[config.mk]
export PLATFORM = sky130hd
export DESIGN_NAME = mips_datapath_flat
export DESIGN_NICKNAME = d
export VERILOG_FILES = /design/src/rtl/mips_datapath_if.sv /design/src/rtl/mips_datapath.sv /design/src/flat_wrapper.sv
export SDC_FILE = /design/constraint.sdc
export NUM_CORES = 2
export LEC_CHECK = 0
export ABC_AREA = 1
export CAP_MARGIN = 30
export CORE_ASPECT_RATIO = 0.9
export CORE_MARGIN = 3
export CORE_UTILIZATION = 30
export CTS_CLUSTER_DIAMETER = 80
export DETAILED_ROUTE_END_ITERATION = 12
export MAX_ROUTING_LAYER = met4
export SLEW_MARGIN = 0
export SYNTH_ARGS = -nofsm -noshare
export SYNTH_HDL_FRONTEND = slang
export SYNTH_SLANG_ARGS = --single-unit
[constraint.sdc]
create_clock -name clk -period 12 [get_ports clk]
set_input_delay 3 -clock clk [delete_from_list [all_inputs] [get_ports clk]]
set_output_delay 3 -clock clk [all_outputs]
set_load 0.1 [all_outputs]
[src/rtl/mips_datapath_if.sv]
// Unified memory port between the multi-cycle datapath and a combinational-read memory.
interface mips_datapath_if;
  logic [31:0] addr;
  logic [31:0] wdata;
  logic [31:0] rdata;
  logic        read;
  logic        write;

  modport master (output addr, wdata, read, write, input rdata);
  modport slave  (input addr, wdata, read, write, output rdata);
endinterface

[src/rtl/mips_datapath.sv]
// Multi-cycle MIPS-subset datapath: PC, IR, MDR, A/B, ALUOut, link register and 32x32 register file.
// All sequencing comes from the external controller; this block only decodes op/funct for it.
module mips_datapath #(
  parameter logic [31:0] RESET_PC = 32'h0000_0000
) (
  input  logic             clk,
  input  logic             reset_n,
  input  logic             pcen,
  input  logic             irwrite,
  input  logic             iord,
  input  logic             regwrite,
  input  logic             alusrca,
  input  logic             memread,
  input  logic             memwrite,
  input  logic [1:0]       pcsource,
  input  logic [1:0]       alusrcb,
  input  logic [1:0]       aluop,
  input  logic [1:0]       memtoreg,
  input  logic [1:0]       regdst,
  output logic [5:0]       op,
  output logic [5:0]       funct,
  output logic             zero,
  output logic [31:0]      pc_dbg,
  mips_datapath_if.master  mem
);

  logic [31:0] pc_q, pc_d;
  logic [31:0] ir_q, ir_d;
  logic [31:0] mdr_q, mdr_d;
  logic [31:0] a_q, a_d;
  logic [31:0] b_q, b_d;
  logic [31:0] aluout_q, aluout_d;
  logic [31:0] link_q, link_d;
  logic [31:0] rf_q [32];
  logic [31:0] rf_d [32];

  logic [4:0]  rs, rt, rd, wr_addr;
  logic [15:0] imm;
  logic [31:0] signimm, zeroimm, luiimm;
  logic [31:0] src_a, src_b, alu_y, pc_next, wr_data, rd1, rd2;

  assign op      = ir_q[31:26];
  assign funct   = ir_q[5:0];
  assign rs      = ir_q[25:21];
  assign rt      = ir_q[20:16];
  assign rd      = ir_q[15:11];
  assign imm     = ir_q[15:0];
  assign signimm = {{16{imm[15]}}, imm};
  assign zeroimm = {16'h0000, imm};
  assign luiimm  = {imm, 16'h0000};

  // Reads see only committed state, so a same-cycle write is visible one cycle later.
  assign rd1 = (rs == 5'd0) ? 32'h0 : rf_q[rs];
  assign rd2 = (rt == 5'd0) ? 32'h0 : rf_q[rt];

  assign src_a = alusrca ? a_q : pc_q;

  always_comb begin
    case (alusrcb)
      2'b00:   src_b = b_q;
      2'b01:   src_b = 32'd4;
      2'b10:   src_b = (op == 6'b001101) ? zeroimm : signimm;
      default: src_b = (op == 6'b001111) ? luiimm : {signimm[29:0], 2'b00};
    endcase
  end

  always_comb begin
    alu_y = src_a + src_b;
    case (aluop)
      2'b01: alu_y = src_a - src_b;
      2'b11: alu_y = src_a | src_b;
      2'b10: begin
        case (funct)
          6'b100010: alu_y = src_a - src_b;
          6'b100100: alu_y = src_a & src_b;
          6'b100101: alu_y = src_a | src_b;
          6'b101010: alu_y = {31'b0, ($signed(src_a) < $signed(src_b))};
          default:   alu_y = src_a + src_b;
        endcase
      end
      default: alu_y = src_a + src_b;
    endcase
  end

  assign zero = (alu_y == 32'h0);

  always_comb begin
    case (pcsource)
      2'b00:   pc_next = alu_y;
      2'b01:   pc_next = aluout_q;
      2'b10:   pc_next = {pc_q[31:28], ir_q[25:0], 2'b00};
      default: pc_next = a_q;
    endcase
  end

  // Link captures PC+4 during fetch so JAL can write it back independent of memtoreg.
  always_comb begin
    case (regdst)
      2'b01:   wr_addr = rd;
      2'b10:   wr_addr = 5'd31;
      default: wr_addr = rt;
    endcase
    if (regdst == 2'b10)
      wr_data = link_q;
    else if (memtoreg == 2'b01)
      wr_data = mdr_q;
    else
      wr_data = aluout_q;
  end

  always_comb begin
    pc_d     = pcen ? pc_next : pc_q;
    ir_d     = irwrite ? mem.rdata : ir_q;
    link_d   = irwrite ? alu_y : link_q;
    mdr_d    = mem.rdata;
    a_d      = rd1;
    b_d      = rd2;
    aluout_d = alu_y;
    rf_d     = rf_q;
    if (regwrite && (wr_addr != 5'd0))
      rf_d[wr_addr] = wr_data;
  end

  always_ff @(posedge clk or negedge reset_n) begin
    if (!reset_n) begin
      pc_q     <= RESET_PC;
      ir_q     <= '0;
      mdr_q    <= '0;
      a_q      <= '0;
      b_q      <= '0;
      aluout_q <= '0;
      link_q   <= '0;
      for (int i = 0; i < 32; i++)
        rf_q[i] <= '0;
    end else begin
      pc_q     <= pc_d;
      ir_q     <= ir_d;
      mdr_q    <= mdr_d;
      a_q      <= a_d;
      b_q      <= b_d;
      aluout_q <= aluout_d;
      link_q   <= link_d;
      for (int i = 0; i < 32; i++)
        rf_q[i] <= rf_d[i];
    end
  end

  assign mem.addr  = iord ? aluout_q : pc_q;
  assign mem.wdata = b_q;
  assign mem.read  = memread;
  assign mem.write = memwrite;
  assign pc_dbg    = pc_q;

endmodule

[src/flat_wrapper.sv]
// flat-port wrapper written by rule: the top's interface ports become plain ports
module mips_datapath_flat 
#(
  parameter logic [31:0] RESET_PC = 32'h0000_0000
)
  (clk, reset_n, pcen, irwrite, iord, regwrite, alusrca, memread, memwrite, pcsource, alusrcb, aluop, memtoreg, regdst, op, funct, zero, pc_dbg, mem_addr, mem_wdata, mem_read, mem_write, mem_rdata);
  mips_datapath_if mem_i ();
  input  logic clk;
  input  logic reset_n;
  input  logic pcen;
  input  logic irwrite;
  input  logic iord;
  input  logic regwrite;
  input  logic alusrca;
  input  logic memread;
  input  logic memwrite;
  input  logic [1:0] pcsource;
  input  logic [1:0] alusrcb;
  input  logic [1:0] aluop;
  input  logic [1:0] memtoreg;
  input  logic [1:0] regdst;
  output logic [5:0] op;
  output logic [5:0] funct;
  output logic zero;
  output logic [31:0] pc_dbg;
  output wire logic [$bits(mem_i.addr)-1:0] mem_addr;
  output wire logic [$bits(mem_i.wdata)-1:0] mem_wdata;
  output wire logic [$bits(mem_i.read)-1:0] mem_read;
  output wire logic [$bits(mem_i.write)-1:0] mem_write;
  input wire logic [$bits(mem_i.rdata)-1:0] mem_rdata;
  assign mem_addr = mem_i.addr;
  assign mem_wdata = mem_i.wdata;
  assign mem_read = mem_i.read;
  assign mem_write = mem_i.write;
  assign mem_i.rdata = mem_rdata;
  mips_datapath #(.RESET_PC(RESET_PC)) u_core (.clk(clk), .reset_n(reset_n), .pcen(pcen), .irwrite(irwrite), .iord(iord), .regwrite(regwrite), .alusrca(alusrca), .memread(memread), .memwrite(memwrite), .pcsource(pcsource), .alusrcb(alusrcb), .aluop(aluop), .memtoreg(memtoreg), .regdst(regdst), .op(op), .funct(funct), .zero(zero), .pc_dbg(pc_dbg), .mem(mem_i));
endmodule
==> reports/results.txt <==
drt pass-1 iters -> 6
cts hold-fix bufs -> 0
post-synth cell types -> 47
largest net degree at the start of global routing -> 173
Clk pin slew, worst setup/hold paths -> 0.06 ns
Pleak -> 0.0350 uW
Core Box Area -> 239000 um^2
via count -> 73900
DR vias/cell -> 5.72
Worst-Margin Slew -> 1.17 ns
Seq/Total Area, Yosys -> 43.1%
WL final -> 335 mm
average wire per standard cell -> 26.0 um
IO Port Bufs -> 157
# IOs -> 162
Syn Nets -> 10100
Synth top cells by count -> o21ai_0 (1889), nand2_1 (1598), dfrtp_1 (1248)
clock buffer depth -> 3
# H-tree levels -> 4
Crit. End Element -> primary output
detailed placement HPWL -> 207 mm
CP Max Fanout -> 14
Root Buffer -> clkbuf_16
Slew HR -> 21.7%
Yosys reg bits -> 1248
average size of a mapped cell -> 7.28 um^2
Tcrit/Tclk final -> 94.4%
mapped cell area -> 72400 um^2
first-pass GRT wire length -> 484 mm
worst setup margin -> 0.676 ns
type of origin of the critical path -> input port
Max Freq -> 88.3 MHz
CTS sink count -> 1248
cell with the most instances after synthesis -> o21ai_0
initial antenna violation count -> 33
Die W -> 524 um
Worst EP required -> 9.00 ns
starting DRC count in detailed routing -> 10800
Power per Cell Area -> 230 nW/um^2
Remaining Overflow, GRT -> 0
Worst EP arrival -> 8.32 ns
post-synthesis cell count -> 9952
TritonCTS buffer count -> 144
endpoints failing setup -> 0
asr flop ratio synth -> 100%
status -> completed
vias in the first global route -> 67900
Core Rows -> 170
global placement routability congestion -> 1.00
total of warnings raised by yosys -> 0
Setup Skew -> 0.0352 ns
die height -> 472 um
RSZ-0062 raised after global routing -> false
minimum clock period -> 11.32 ns
Yosys top cell area share -> 43.1%
Final ANT Viol Nets -> 0
Synth-to-Final Area Change -> 12.6%
CTS tree -> done
residual DRC count -> 0
Yosys top cell by area -> dfrtp_1
full die area -> 247000 um^2
prevailing post-synth register cell -> dfrtp_1
GRT Resource Usage Total -> 27.0%
Max Cap Viol -> 0
postcts setup bufs -> 0
final hold vios -> 0
setup TNS -> 0 ns
Slew Viols, Final -> 0
Layout Utilization -> 34.1%
Max VDD drop -> 0.142 mV
Post-synth EDFFs -> 0
layout cells sized above 1 -> 5.53%
top post-synthesis cells by area -> dfrtp_1 (43%), o21ai_0 (13%), nand2_1 (8.3%), a21oi_1 (8.3%), inv_1 (4.7%)
Worst-Skew Late Latency -> 0.81 ns
nets@finish -> 9743
CTS resizes -> 0
HP Class -> flop to flop
pre-CTS WS -> 0.763 ns
Crit Path Class -> input port to primary output
Initial Util -> 30.3%
final timing paths:
check                      cells past startpoint                        endpoint  slack, ns                          start
max                                           28                            zero       0.68                     alusrcb[1]
min                                            0   u_core.rf_q[1005]$_DFFE_PN0P_       0.39  u_core.rf_q[1005]$_DFFE_PN0P_
max reg2reg                                    8  u_core.mem.wdata[30]$_DFF_PN0_       6.62    u_core.ir_q[17]$_DFFE_PN0P_
min reg2reg                                    0   u_core.rf_q[1005]$_DFFE_PN0P_       0.39  u_core.rf_q[1005]$_DFFE_PN0P_
max in group asynchronous                      3     u_core.ir_q[25]$_DFFE_PN0P_       7.36                        reset_n
min in group asynchronous                      1    u_core.rf_q[201]$_DFFE_PN0P_       2.18                        reset_n
sequential cells by signal (all words and copies together) (netlist names):
register,count
u_core.rf_q,1024
u_core.pc_dbg,32
u_core.link_q,32
u_core.ir_q,32
u_core.mem.wdata,32
u_core.aluout_q,32
u_core.a_q,32
u_core.mdr_q,32
worst max-delay path: stages:
cell,delay [ns]
clkdlybuf4s50_1,0.57
inv_1,0.24
nor2_1,0.15
inv_1,0.15
nor2_1,0.13
nand2_1,0.09
inv_1,0.42
o21a_1,0.24
ha_1,0.41
nor2_1,0.30
nand2_1,0.15
nor2_1,0.31
nand3_1,0.30
nand3_1,0.18
nand2_1,0.08
nand3_1,0.07
nand2_1,0.07
nand3_1,0.07
nand2_1,0.05
nand2_1,0.17
nand2_1,0.08
inv_1,0.05
nand2_1,0.05
nor2_1,0.11
nand3_1,0.27
nor2_1,0.23
buf_4,0.16
buf_12,0.17
cell usage in the layout, fill, tap and decap left out, types with 98 or more instances in the layout:
master	n
nand3_1	435
nor2_1	833
clkbuf_16	148
a31oi_1	98
clkdlybuf4s50_1	150
inv_1	892
nand2_1	1598
ha_1	98
o21ai_0	1872
o211ai_1	327
buf_4	181
dfrtp_1	1238
o21a_1	111
a21oi_1	1198
metal layers:
| layer | share of wire, % | wire length (um) | GRT usage (%) | vias up |
|---|---|---|---|---|
| li1 | - | - | - | 32700 |
| met1 | 42 | 140000 | 36.3 | 35600 |
| met2 | 43 | 143000 | 38.7 | 4666 |
| met3 | 11 | 36400 | 6.15 | 906 |
| met4 | 4.8 | 16300 | 12.0 | 0 |
| met5 | 0 | 0 | - | - |
power breakdown:
| group | switching [uW] | internal [uW] | leakage [uW] | total, uW |
|---|---|---|---|---|
| sequential | 1290 | 6030 | 0.0148 | 7320 |
| clock | 1900 | 2620 | 0.00236 | 4520 |
| combinational | 4800 | 2140 | 0.0178 | 6940 |
stage by stage:
stage / hold slack, ns / instance area, um^2 / power [uW] / std cells
after floorplan: 0.440 / 72400 / 11600 / 9952
after global placement: 0.375 / 76200 / 13900 / 12600
after detailed placement: 0.380 / 76500 / 14100 / 12600
after CTS: 0.393 / 81300 / 18700 / 12900
after global routing: 0.405 / 81500 / 19900 / 12900
final: 0.391 / 81500 / 18800 / 12900
final cells by class:
cell class / count / area, um^2
multi-input cells: 6904 / 34400
well taps: 3182 / 3980
flip-flops and latches: 1248 / 31300
diodes: 25 / 62.6
inverters: 926 / 3520
clock buffers: 209 / 4260
fillers: 25000 / 158000
clock inverters: 45 / 526
repair buffers: 368 / 3520
cells by family after synthesis:
group	count (synthesis)	synth area share, %
fa+ha+maj	100	1.75
xor+xnor	17	0.206
flops	1248	43.1
buf+inv	1800	9.63
simple gates	2987	16.8
compound gates	3800	28.5
Power figures use the tool's default switching activity.
